### config.mk
export PLATFORM = sky130hd
export DESIGN_NAME = debounce_sched_flat
export DESIGN_NICKNAME = d
export VERILOG_FILES = /design/src/rtl/debounce_sched_if.sv /design/src/rtl/debounce_sched.sv /design/src/flat_wrapper.sv
export SDC_FILE = /design/constraint.sdc
export NUM_CORES = 1
export LEC_CHECK = 0
export ABC_AREA = 1
export CAP_MARGIN = 25
export CORE_MARGIN = 2
export CORE_UTILIZATION = 30
export DETAILED_ROUTE_END_ITERATION = 7
export DONT_BUFFER_PORTS = 1
export PLACE_DENSITY_LB_ADDON = 0.05
export SLEW_MARGIN = 20
export SYNTH_ARGS = -nofsm -noshare
export SYNTH_HDL_FRONTEND = slang
export SYNTH_SLANG_ARGS = --single-unit
### constraint.sdc
create_clock -name clk -period 2.02 [get_ports clk]
set_clock_uncertainty 0.15 [all_clocks]
set_input_delay 0.404 -clock clk [delete_from_list [all_inputs] [get_ports clk]]
set_output_delay 0.404 -clock clk [all_outputs]
set_load 0.05 [all_outputs]
### src/rtl/debounce_sched_if.sv
// debounce_sched_if: valid/ready change-event channel carrying {channel, level}.
// The debouncer drives it through the master modport; the consumer uses slave.
interface debounce_sched_if #(
    parameter int N_CH = 4
);
    localparam int CHW = $clog2(N_CH);

    logic           evt_valid;
    logic           evt_ready;
    logic [CHW-1:0] evt_ch;
    logic           evt_level;

    modport master (output evt_valid, output evt_ch, output evt_level, input evt_ready);
    modport slave  (input evt_valid, input evt_ch, input evt_level, output evt_ready);
endinterface

### src/rtl/debounce_sched.sv
// debounce_sched: time-multiplexed debouncer for N_CH raw inputs.
// Each input is double-flop synchronized; a prescaler tick services one
// channel (round-robin) through a single shared compare/increment datapath.
// A channel flips after DB_MAX consecutive mismatching serves and posts a
// {channel, new level} event on a valid/ready channel; when the event buffer
// is full and nothing drains that cycle the event is dropped and ovf sticks.
// Build option: define DEBOUNCE_SCHED_EVT_FIFO_EN for a 4-entry in-order
// event FIFO; without it the buffer is a single holding register.
module debounce_sched #(
    parameter int N_CH     = 4,
    parameter int TICK_DIV = 8,
    parameter int DB_MAX   = 12
) (
    input  logic             clk,
    input  logic             rst,
    input  logic [N_CH-1:0]  in_i,
    output logic [N_CH-1:0]  out_o,
    output logic             ovf_o,
    input  logic             ovf_clr_i,
    debounce_sched_if.master evt
);
    localparam int CHW = $clog2(N_CH);
    localparam int PW  = $clog2(TICK_DIV);

    typedef struct packed {
        logic [CHW-1:0] ch;
        logic           lvl;
    } evt_t;

    logic [N_CH-1:0]      sync1_q, sync2_q;
    logic [PW-1:0]        presc_q, presc_d;
    logic [CHW-1:0]       ptr_q, ptr_d;
    logic [N_CH-1:0][3:0] cnt_q, cnt_d;
    logic [N_CH-1:0]      out_q, out_d;
    logic [3:0]           cur_cnt;
    logic                 tick, mismatch, flip;
    logic                 accept, full, push, drop;
    logic                 ovf_q;
    evt_t                 new_evt;

    // Two-flop synchronizer; only sync2_q is ever looked at by the datapath.
    always_ff @(posedge clk or posedge rst) begin
        if (rst) begin
            sync1_q <= '0;
            sync2_q <= '0;
        end else begin
            sync1_q <= in_i;
            sync2_q <= sync1_q;
        end
    end

    assign tick    = (presc_q == PW'(TICK_DIV - 1));
    assign presc_d = tick ? '0 : presc_q + 1'b1;
    // N_CH is a power of two, so the pointer wraps naturally.
    assign ptr_d   = tick ? ptr_q + 1'b1 : ptr_q;

    // Prescaler and round-robin service pointer.
    always_ff @(posedge clk or posedge rst) begin
        if (rst) begin
            presc_q <= '0;
            ptr_q   <= '0;
        end else begin
            presc_q <= presc_d;
            ptr_q   <= ptr_d;
        end
    end

    assign cur_cnt  = cnt_q[ptr_q];
    assign mismatch = sync2_q[ptr_q] ^ out_q[ptr_q];
    assign flip     = tick && mismatch && (cur_cnt == 4'(DB_MAX - 1));
    assign new_evt  = '{ch: ptr_q, lvl: ~out_q[ptr_q]};

    // Shared service datapath: only the pointed-to channel may change.
    always_comb begin
        cnt_d = cnt_q;
        out_d = out_q;
        if (tick) begin
            if (!mismatch) begin
                cnt_d[ptr_q] = '0;
            end else if (flip) begin
                cnt_d[ptr_q] = '0;
                out_d[ptr_q] = ~out_q[ptr_q];
            end else begin
                cnt_d[ptr_q] = cur_cnt + 4'd1;
            end
        end
    end

    // Per-channel counters and debounced levels.
    always_ff @(posedge clk or posedge rst) begin
        if (rst) begin
            cnt_q <= '0;
            out_q <= '0;
        end else begin
            cnt_q <= cnt_d;
            out_q <= out_d;
        end
    end

    assign out_o  = out_q;
    assign accept = evt.evt_valid && evt.evt_ready;
    // A same-cycle drain frees the slot the new event needs.
    assign push   = flip && (!full || accept);
    assign drop   = flip && full && !accept;

`ifdef DEBOUNCE_SCHED_EVT_FIFO_EN
    evt_t [3:0] mem_q;
    logic [1:0] wr_q, rd_q;
    logic [2:0] fcnt_q;

    assign full = (fcnt_q == 3'd4);

    // In-order 4-entry event FIFO; a push into a full FIFO only happens
    // together with a pop, so it overwrites the slot being consumed.
    always_ff @(posedge clk or posedge rst) begin
        if (rst) begin
            mem_q  <= '0;
            wr_q   <= '0;
            rd_q   <= '0;
            fcnt_q <= '0;
        end else begin
            if (push) begin
                mem_q[wr_q] <= new_evt;
                wr_q        <= wr_q + 1'b1;
            end
            if (accept) begin
                rd_q <= rd_q + 1'b1;
            end
            fcnt_q <= fcnt_q + {2'b00, push} - {2'b00, accept};
        end
    end

    assign evt.evt_valid = (fcnt_q != 3'd0);
    assign evt.evt_ch    = mem_q[rd_q].ch;
    assign evt.evt_level = mem_q[rd_q].lvl;
`else
    logic vld_q;
    evt_t hold_q;

    assign full = vld_q;

    // Single-entry holding register; load has priority over drain.
    always_ff @(posedge clk or posedge rst) begin
        if (rst) begin
            vld_q  <= 1'b0;
            hold_q <= '0;
        end else if (push) begin
            vld_q  <= 1'b1;
            hold_q <= new_evt;
        end else if (accept) begin
            vld_q  <= 1'b0;
        end
    end

    assign evt.evt_valid = vld_q;
    assign evt.evt_ch    = hold_q.ch;
    assign evt.evt_level = hold_q.lvl;
`endif

    // Sticky overflow; a drop in the same cycle as a clear keeps it set.
    always_ff @(posedge clk or posedge rst) begin
        if (rst) begin
            ovf_q <= 1'b0;
        end else if (drop) begin
            ovf_q <= 1'b1;
        end else if (ovf_clr_i) begin
            ovf_q <= 1'b0;
        end
    end

    assign ovf_o = ovf_q;
endmodule

### src/flat_wrapper.sv
// flat-port wrapper written by rule: the top's interface ports become plain ports
module debounce_sched_flat 
#(
    parameter int N_CH     = 4,
    parameter int TICK_DIV = 8,
    parameter int DB_MAX   = 12
)
  (clk, rst, in_i, out_o, ovf_o, ovf_clr_i, evt_evt_valid, evt_evt_ch, evt_evt_level, evt_evt_ready);
  debounce_sched_if #(.N_CH(N_CH)) evt_i ();
  input  logic clk;
  input  logic rst;
  input  logic [N_CH-1:0] in_i;
  output logic [N_CH-1:0] out_o;
  output logic ovf_o;
  input  logic ovf_clr_i;
  output wire logic [$bits(evt_i.evt_valid)-1:0] evt_evt_valid;
  output wire logic [$bits(evt_i.evt_ch)-1:0] evt_evt_ch;
  output wire logic [$bits(evt_i.evt_level)-1:0] evt_evt_level;
  input wire logic [$bits(evt_i.evt_ready)-1:0] evt_evt_ready;
  assign evt_evt_valid = evt_i.evt_valid;
  assign evt_evt_ch = evt_i.evt_ch;
  assign evt_evt_level = evt_i.evt_level;
  assign evt_i.evt_ready = evt_evt_ready;
  debounce_sched #(.N_CH(N_CH), .TICK_DIV(TICK_DIV), .DB_MAX(DB_MAX)) u_core (.clk(clk), .rst(rst), .in_i(in_i), .out_o(out_o), .ovf_o(ovf_o), .ovf_clr_i(ovf_clr_i), .evt(evt_i));
endmodule
==> results of run 1 <==
==> layout by cell type, fill, tap and decap left out, drive strengths merged, types with 5 or more instances in the layout <==
cell type / instances
a21oi: 6
clkbuf: 6
ha: 7
o21ai: 16
nor2: 15
nand3: 20
dlygate4sd3: 5
dfrtp: 38
inv: 29
nand2: 98
buf: 28
==> power groups by stage <==
| stage | Sequential (mW) | Clock (mW) | Combinational (mW) |
|---|---|---|---|
| global route | 0.792 | 0.730 | 0.0932 |
| detailed placement | 0.803 | 0 | 0.0633 |
| floorplan | 0.801 | 0 | 0.0453 |
| global placement | 0.804 | 0 | 0.0624 |
| CTS | 0.788 | 0.704 | 0.0712 |
| finish | 0.789 | 0.675 | 0.0809 |
==> final cells by class <==
class	count	area (µm²)
multi-input cells	166	932
clock buffers	6	82.6
flip-flops and latches	38	951
repair buffers	33	289
fillers	656	3840
well taps	77	96.3
clock inverters	1	30.0
inverters	30	128
==> cell families (layout without fill, tap and decap cells) <==
family	Yosys count	count (layout)	share of synthesized area
buffers and inverters	36	70	0.0870
xor gates and xnor gates	2	2	0.00889
DFF	38	38	0.483
adders and majority gates	7	7	0.0444
and+or+nand+nor	134	134	0.318
AOI/OAI and AO/OA	23	23	0.0590
==> critical path, stage by stage, from the launching register on <==
cell and delay (ns):
dfrtp_1 0.41, buf_12 0.16, clkinv_8 0.06, nand2_4 0.04, nand2_2 0.07, nand2_2 0.05, nand2_2 0.09, ha_4 0.14
nand2_2 0.05, inv_2 0.06, nand3_4 0.12, nor2_4 0.20, nand2_4 0.10, nand2_2 0.07, o21ai_2 0.06
==> state kept, by name (all words and copies together), names as in the netlist <==
name and count:
u_core.evt.evt_valid 1, u_core.sync1_q 4, u_core.out_o 4, u_core.evt.evt_level 1, u_core.sync2_q 4, u_core.ptr_q 2
u_core.ovf_o 1, u_core.evt.evt_ch 2, u_core.cnt_q 16, u_core.presc_q 3
==> per-stage QoR <==
step	cell area, µm²	TNS [ns]	utilization	hold WS (ns)	setup slack [ns]
after floorplan	1970	0	-	0.181	0.0545
after global placement	2150	-0.0473	0.338	0.182	-0.0199
after detailed placement	2150	-0.0497	0.338	0.186	-0.0167
after CTS	2340	0	0.368	0.0467	0.00813
after global routing	2510	-0.182	0.395	0.0533	-0.0420
final	2510	0	0.395	0.0588	0.0755
==> routing by layer <==
layer | vias up | wire, µm | GRT usage
li1 | 804 | - | -
met1 | 737 | 2240 | 0.188
met2 | 15 | 2200 | 0.220
met3 | 6 | 130 | 0.0340
met4 | 0 | 73 | 0.0476
met5 | - | 0 | 0
==> how the worst max path moves through the flow <==
stage | start | end
after floorplan | u_core.ptr_q[0] | u_core.evt.evt_ch[1]
after global placement | u_core.ptr_q[0] | u_core.out_o[3]
after detailed placement | u_core.ptr_q[0] | u_core.out_o[2]
after CTS | u_core.ptr_q[0] | u_core.cnt_q[8]
after global routing | u_core.ptr_q[0] | u_core.evt.evt_ch[0]
final | u_core.ptr_q[0] | u_core.evt.evt_ch[0]
==> timing repair <==
item / 4_1_cts / 5_1_grt
gates resized for setup: 5 / 28
buffers inserted: 1 / 11
setup endpoints to repair: 5 / 24
hold buffers: 5 / 0
hold endpoints to repair: 42 / 0
pin swaps: 1 / 10
==> summary.md, run 1 <==
| Metric | Value |
|---|---|
| Status | `finished, final reports clean` |
| Max-slew violation count | `0` |
| Comb pwr share | `0.052` |
| Reg-to-reg endpoint | `u_core.evt.evt_ch[0]` |
| Ys Warns | `0` |
| Clock-pin slew on the worst setup and hold paths | `0.08 ns` |
| Tmin final | `1.94 ns` |
| Fin. Hold Viols | `0` |
| # DRC | `0` |
| Post-synth ARST share | `1.00` |
| Synth cell types | `25` |
| CTS max path bufs | `2` |
| Synthesized flop and latch total | `38` |
| P per Cell Area | `between 600 and 700 mW/mm²` |
| Vias/cell | `4.45` |
| CTS H-tree depth | `2` |
| Worst slew pin tran | `0.497 ns` |
| Global-route wire length before repair | `7670 µm` |
| Largest net degree at the start of global routing | `21` |
| Syn Nets | `255` |
| Starting Density | `0.310` |
| HP Start | `ovf_clr_i` |
| Post-synth top area cell | `dfrtp_1` |
| Total wire length | `4640 µm` |
| Antenna-violating nets left | `0` |
| Required @ worst endpoint | `2.06 ns` |
| CTS tree | `done` |
| DRT Pass-1 Iters | `2` |
| Seq pwr share | `0.511` |
| Hold Crit Endpoint | `u_core.ovf_o` |
| R2r startpoint | `u_core.ptr_q[0]` |
| Worst path arrival time | `1.99 ns` |
| Synth cell count leaders | `81 x nand2_1, 38 x dfrtp_1, 28 x inv_1` |
| Max Clock Freq | `514 MHz` |
| Initial antenna violation count | `0` |
| GRT Resource Usage Total | `0.140` |
| Endpoint type of the worst setup path | `flop` |
| CTS buffer count | `5` |
| Die Area | `about 0.0072 mm²` |
| Worst VDD drop | `approximately 0.28 mV` |
| Hold Crit Class | `input port to flop` |
| WL per Instance | `13.2 µm` |
| Clk root buf | `clkbuf_8` |
| # IOs | `17` |
| FF-to-FF path depth | `14` |
| Final net count | `just under 300` |
| Switch Pwr | `0.336 mW` |
| CP max FO | `8` |
| Kind of critical path | `flop to flop` |
| Number of global-route vias before repair | `1527` |
| Remaining Overflow, GRT | `0` |
| Area Growth Syn to Fin | `27.3%` |
| Non-filler instance count after layout | `351` |
| Clk pwr share | `0.437` |
| Synth top area share | `0.483` |
| Layout cell share with drive strength beyond 1 | `0.303` |
| Leak Pwr | `~1.3 nW` |
| Starting DRT DRC Count | `53` |
| Seq/Total Area, Yosys | `0.483` |
| DP Wirelength | `3340 µm` |
| Die Wd | `85.1 µm` |
| FP Rows | `29` |
| Worst skew pair latency | `~0.29 ns` |
| Syn_area_per_cell | `8.21 µm²` |
| RSZ-0062 raised after global routing | `true` |
| Most frequent cell after synthesis | `nand2_1` |
| Die height | `85.1 µm` |
| Max capacitance violation total | `0` |
| Final Wtd Congestion | `0.857` |
| IO buf count | `0` |
| Clock Sinks | `38` |
| Main area contributors after synthesis | `dfrtp_1 48%, nand2_1 15%, inv_1 5.3%` |
| Hold Path Stages | `1` |
| Post-synth EDFFs | `0` |
| Top_reg_cell synth | `dfrtp_1` |
| Switching Fraction | `0.217` |
| Placed cells | `~330` |
| Power Total | `1.55 mW` |
| Vias | `between 1500 and 2000` |
| Synthesized area | `0.00197 mm²` |
| Syn Inst Count | `240` |
| R2r setup slk | `0.08 ns` |
| Setup violations, final | `0` |
| Internal power | `1.21 mW` |
| Critical path startpoint category | `flop` |
| Rel. slew slack | `0.669` |
| Core region area | `0.00635 mm²` |
| Final period util | `0.963` |
| Inserted Diodes | `0` |
Note: power is estimated with default switching activity, not from simulation.
==> inputs of run 2 (changes only) <==
--- a/config.mk
+++ b/config.mk
@@ -11,6 +11,7 @@
 export CORE_UTILIZATION = 30
 export DETAILED_ROUTE_END_ITERATION = 7
 export DONT_BUFFER_PORTS = 1
+export MAX_ROUTING_LAYER = met4
 export PLACE_DENSITY_LB_ADDON = 0.05
 export SLEW_MARGIN = 20
 export SYNTH_ARGS = -nofsm -noshare
==> summary.md, run 2 (synthesized netlist as in run 1, its figures left out) <==
| Metric | Value |
|---|---|
| Most frequent cells in the layout | `67 x nand2_1, 38 x dfrtp_1, 26 x inv_1, 26 x nand2_2, 25 x buf_4` |
| Clk root buf | `clkbuf_8` |
| Delay of the slowest critical-path stage | `around 0.41 ns` |
| GRT Resource Usage Total | `0.144` |
| # DRC | `0` |
| Worst VDD drop | `0.279 mV` |
| Most common cell after layout, fill and taps aside | `nand2_1` |
| Max Clock Freq | `515 MHz` |
| Largest net degree at the start of global routing | `21` |
| Die Wd | `85.1 µm` |
| DRT Pass-1 Iters | `2` |
| Area Growth Syn to Fin | `27.3%` |
| Worst slew pin tran | `0.497 ns` |
| Fin. Hold Viols | `0` |
| Max FFs per register | `16` |
| Tmin final | `1.94 ns` |
| CTS tree | `done` |
| R2r setup slk | `0.08 ns` |
| Layout cell share with drive strength beyond 1 | `0.303` |
| Filler Cell Count | `approximately 660` |
| CP max FO | `8` |
| Family with the most delay on the worst path | `simple AND/OR/NAND/NOR gates` |
| Initial antenna violation count | `0` |
| Clock Sinks | `38` |
| Final net count | `289` |
| Worst path bufs/invs | `3` |
| Number of global-route vias before repair | `1531` |
| Required @ worst endpoint | `2.06 ns` |
| Reg-to-reg endpoint | `u_core.evt.evt_ch[0]` |
| Critical path origin | `u_core.ptr_q[0]` |
| Layout Utilization | `0.395` |
| Hold Crit Endpoint | `u_core.ovf_o` |
| Inserted Diodes | `0` |
| Max-slew violation count | `0` |
| DP Wirelength | `around 3300 µm` |
| Worst skew pair latency | `0.29 ns` |
| Rel. slew slack | `0.669` |
| Hold Path Stages | `1` |
| Vias | `1561` |
| R2r startpoint | `u_core.ptr_q[0]` |
| CTS buffer count | `5` |
| Critical path startpoint category | `flop` |
| Largest register by flop count | `u_core.cnt_q` |
| FP Rows | `29` |
| Final period util | `0.962` |
| Final Wtd Congestion | `slightly below 0.9` |
| Die Area | `around 0.0072 mm²` |
| # IOs | `17` |
| Design area | `0.00251 mm²` |
| IO buf count | `0` |
| DP Area | `0.00215 mm²` |
| CP dominant cell by count | `nand2_2` |
| RSZ-0062 raised after global routing | `true` |
| Setup violations, final | `0` |
| Max capacitance violation total | `0` |
| Die height | `85.1 µm` |
| Starting Density | `0.310` |
| Clock-pin slew on the worst setup and hold paths | `0.08 ns` |
| Core region area | `about 0.0063 mm²` |
| Power Total | `1.55 mW` |
| FF-to-FF path depth | `14` |
| Worst path arrival time | `1.98 ns` |
| Endpoint type of the worst setup path | `flop` |
| Slowest cell on the critical path | `dfrtp_1` |
| Total wire length | `~4700 µm` |
| Antenna-violating nets left | `0` |
| Status | `finished, final reports clean` |
| Vias/cell | `4.45` |
| FF+latch area | `951 µm²` |
| Remaining Overflow, GRT | `0` |
| Leak Pwr | `1.27 nW` |
| WL per Instance | `13.3 µm` |
| P per Cell Area | `~620 mW/mm²` |
| Multi-input gate area | `roughly 930 µm²` |
| CP cell instances | `buf_12 > clkinv_8 > nand2_4 > nand2_2 > nand2_2 > nand2_2 > ha_4 > nand2_2 > inv_2 > nand3_4 > nor2_4 > nand2_4 > nand2_2 > o21ai_2` |
| Starting DRT DRC Count | `60` |
| CTS H-tree depth | `2` |
| HP Start | `ovf_clr_i` |
| Global-route wire length before repair | `between 7000 and 8000 µm` |
| Hold Crit Class | `input port to flop` |
| CTS max path bufs | `2` |
| Kind of critical path | `flop to flop` |
run 2: cell counts in the layout (fill, tap and decap cells not counted):
Identical to the previous run, type by type.
run 2: layout make-up:
cell class	instances	area share
flip-flops and latches	38	0.379
multi-input cells	166	0.372
repair buffers	33	0.115
inverters	30	0.0509
well taps	77	0.0384
clock buffers	6	0.0329
clock inverters	1	0.0120
run 2: routing by layer:
layer,share of wire,up-vias,global-route usage
met5,0,-,-
met4,0.015,0,0.0476
met3,0.028,6,0.0340
met2,0.47,15,0.221
met1,0.48,735,0.187
li1,-,805,-
run 2: timing repair:
item | CTS | global route
resized for setup | 5 | 28
buffers inserted | 1 | 11
hold buffers | 5 | 0
pin swaps | 1 | 10
gates cloned | 0 | 0
setup endpoints to repair | 5 | 24
hold endpoints to repair | 42 | 0
run 2: power by group:
part	internal, mW	total, mW	switching, mW
Combinational	0.0346	0.0812	0.0466
Sequential	0.780	0.789	0.00978
Clock	0.395	0.676	0.281
Total	1.21	1.55	0.337
run 2: how the worst max path moves through the flow:
stage / end / slack [ns] / cells past startpoint
after CTS: u_core.cnt_q[8] / 0.008 / 12
after global placement: u_core.out_o[3] / -0.02 / 15
final: u_core.evt.evt_ch[0] / 0.08 / 14
after detailed placement: u_core.out_o[2] / -0.02 / 15
after global routing: u_core.evt.evt_ch[0] / -0.04 / 14
after floorplan: u_core.evt.evt_ch[1] / 0.05 / 13
run 2: worst register-to-register path: cells and delay by family (launching register included):
| family | cells | cell delay (ns) |
|---|---|---|
| adders and majority gates | 1 | 0.14 |
| DFF | 1 | 0.41 |
| and+or+nand+nor | 9 | 0.80 |
| buffers and inverters | 3 | 0.28 |
| AOI/OAI and AO/OA | 1 | 0.06 |
run 2: through the flow:
step	worst slack, ns	std cells	TNS [ns]	hold WS [ns]
final	0.0774	351	0	0.0586
after global routing	-0.0420	351	-0.182	0.0533
after CTS	0.00813	340	0	0.0467
after detailed placement	-0.0167	327	-0.0497	0.186
after global placement	-0.0199	327	-0.0473	0.182
after floorplan	0.0545	240	0	0.181
==> inputs of run 3 (changes only) <==
--- a/config.mk
+++ b/config.mk
@@ -13,6 +13,7 @@
 export DONT_BUFFER_PORTS = 1
 export MAX_ROUTING_LAYER = met4
 export PLACE_DENSITY_LB_ADDON = 0.05
+export SKIP_CTS_REPAIR_TIMING = 1
 export SLEW_MARGIN = 20
 export SYNTH_ARGS = -nofsm -noshare
 export SYNTH_HDL_FRONTEND = slang
==> summary.md, run 3 (synthesized netlist as in run 1, its figures left out) <==
| Metric | Value |
|---|---|
| Status | `finished, final reports clean` |
| Clk pwr share | `0.434` |
| Die Area | `0.00723 mm²` |
| Largest register by flop count | `u_core.cnt_q` |
| Filler Cell Count | `653` |
| # DRC | `0` |
| Kind of critical path | `flop to flop` |
| CTS max path bufs | `2` |
| Most common cell after layout, fill and taps aside | `nand2_1` |
| RSZ-0062 raised after global routing | `true` |
| Largest net degree at the start of global routing | `21` |
| DP Wirelength | `about 3300 µm` |
| Delay of the slowest critical-path stage | `a little over 0.4 ns` |
| Family with the most delay on the worst path | `simple AND/OR/NAND/NOR gates` |
| Core region area | `0.00635 mm²` |
| Seq pwr share | `0.508` |
| Rel. slew slack | `0.671` |
| DRT Pass-1 Iters | `4` |
| Reg-to-reg endpoint | `u_core.cnt_q[10]` |
| P per Cell Area | `608 mW/mm²` |
| Clock-pin slew on the worst setup and hold paths | `0.08 ns` |
| Critical path startpoint category | `flop` |
| Final net count | `289` |
| Design area | `about 0.0026 mm²` |
| Internal power | `1.21 mW` |
| CP max FO | `8` |
| Comb pwr share | `0.057` |
| HP Start | `ovf_clr_i` |
| Starting DRT DRC Count | `just under 80` |
| CTS H-tree depth | `2` |
| Fin. Hold Viols | `0` |
| IO buf count | `0` |
| R2r setup slk | `0.07 ns` |
| Most frequent cells in the layout | `66 x nand2_1, 38 x dfrtp_1, 27 x inv_1` |
| CTS tree | `done` |
| GRT Resource Usage Total | `0.143` |
| Total wire length | `4630 µm` |
| Max capacitance violation total | `0` |
| Switching Fraction | `0.219` |
| Hold Crit Endpoint | `u_core.ovf_o` |
| Area Growth Syn to Fin | `29.7%` |
| Vias/cell | `roughly 4.5` |
| Vias | `1562` |
| Hold Path Stages | `1` |
| Antenna-violating nets left | `0` |
| Final Wtd Congestion | `0.871` |
| FP Rows | `29` |
| Worst VDD drop | `0.279 mV` |
| CTS buffer count | `5` |
| Leak Pwr | `1.30 nW` |
| Worst path bufs/invs | `3` |
| DP Area | `0.00215 mm²` |
| Worst skew pair latency | `0.29 ns` |
| Starting Density | `0.310` |
| Switch Pwr | `0.340 mW` |
| Tmin final | `around 1.9 ns` |
| Slowest cell on the critical path | `dfrtp_1` |
| Hold Crit Class | `input port to flop` |
| Die height | `85.1 µm` |
| Endpoint type of the worst setup path | `flop` |
| FF-to-FF path depth | `13` |
| Max Clock Freq | `between 500 and 600 MHz` |
| Max FFs per register | `16` |
| Initial antenna violation count | `0` |
| Worst slew pin tran | `between 0.4 and 0.5 ns` |
| Global-route wire length before repair | `7600 µm` |
| CP dominant cell by count | `nand2_2` |
| Layout Utilization | `0.403` |
| Remaining Overflow, GRT | `0` |
| Worst path arrival time | `2.02 ns` |
| Max-slew violation count | `0` |
| CP cell instances | `buf_12 > nand2_1 > nand2_2 > nand2_2 > nand2_2 > ha_4 > nand2_2 > inv_2 > nand3_4 > inv_4 > nor2_4 > nand2_4 > a21oi_2` |
| Clk root buf | `clkbuf_8` |
| Final period util | `0.964` |
| Setup violations, final | `0` |
| Clock Sinks | `38` |
| Inserted Diodes | `0` |
| Layout cell share with drive strength beyond 1 | `0.325` |
| Number of global-route vias before repair | `1505` |
| Die Wd | `85.1 µm` |
| R2r startpoint | `u_core.ptr_q[0]` |
| Required @ worst endpoint | `2.10 ns` |
| WL per Instance | `13.2 µm` |
| # IOs | `17` |
run 3: power groups by stage:
stage	Sequential, mW	Clock (mW)	Combinational, mW
final	0.790	0.675	0.0891
after global routing	0.792	0.730	0.101
after CTS	0.788	0.704	0.0633
after detailed placement	0.803	0	0.0633
after global placement	0.804	0	0.0624
after floorplan	0.801	0	0.0453
run 3: cell type report:
type                            count  area, µm²  area share
Tap cell                           77       96.3      0.0377
Multi-Input combinational cell    166        976       0.382
Sequential cell                    38        951       0.372
Timing Repair Buffer               33        293       0.115
Clock inverter                      1       30.0      0.0117
Clock buffer                        6       82.6      0.0323
Inverter                           30        128      0.0499
run 3: through the flow:
step	setup slack, ns	std cells	hold WS [ns]	power (mW)	TNS (ns)
floorplan	0.0545	240	0.181	0.846	0
global placement	-0.0199	327	0.182	0.867	-0.0473
detailed placement	-0.0167	327	0.186	0.867	-0.0497
CTS	-0.0404	334	-0.115	1.56	-0.118
global route	-0.0587	351	0.0533	1.62	-0.273
finish	0.0723	351	0.0577	1.55	0
run 3: routing by layer:
metal	track usage	up-vias	part of all wire
li1	-	808	-
met4	0.0476	0	0.014
met5	-	-	0
met1	0.186	729	0.48
met2	0.219	19	0.47
met3	0.0340	6	0.034
run 3: how the worst max path moves through the flow:
stage	from	end	slack [ns]	cells after the start
after floorplan	u_core.ptr_q[0]	u_core.evt.evt_ch[1]	0.05	13
after global placement	u_core.ptr_q[0]	u_core.out_o[3]	-0.02	15
after detailed placement	u_core.ptr_q[0]	u_core.out_o[2]	-0.02	15
after CTS	u_core.ptr_q[0]	u_core.out_o[3]	-0.04	15
after global routing	u_core.ptr_q[0]	u_core.cnt_q[10]	-0.06	13
final	u_core.ptr_q[0]	u_core.cnt_q[10]	0.07	13
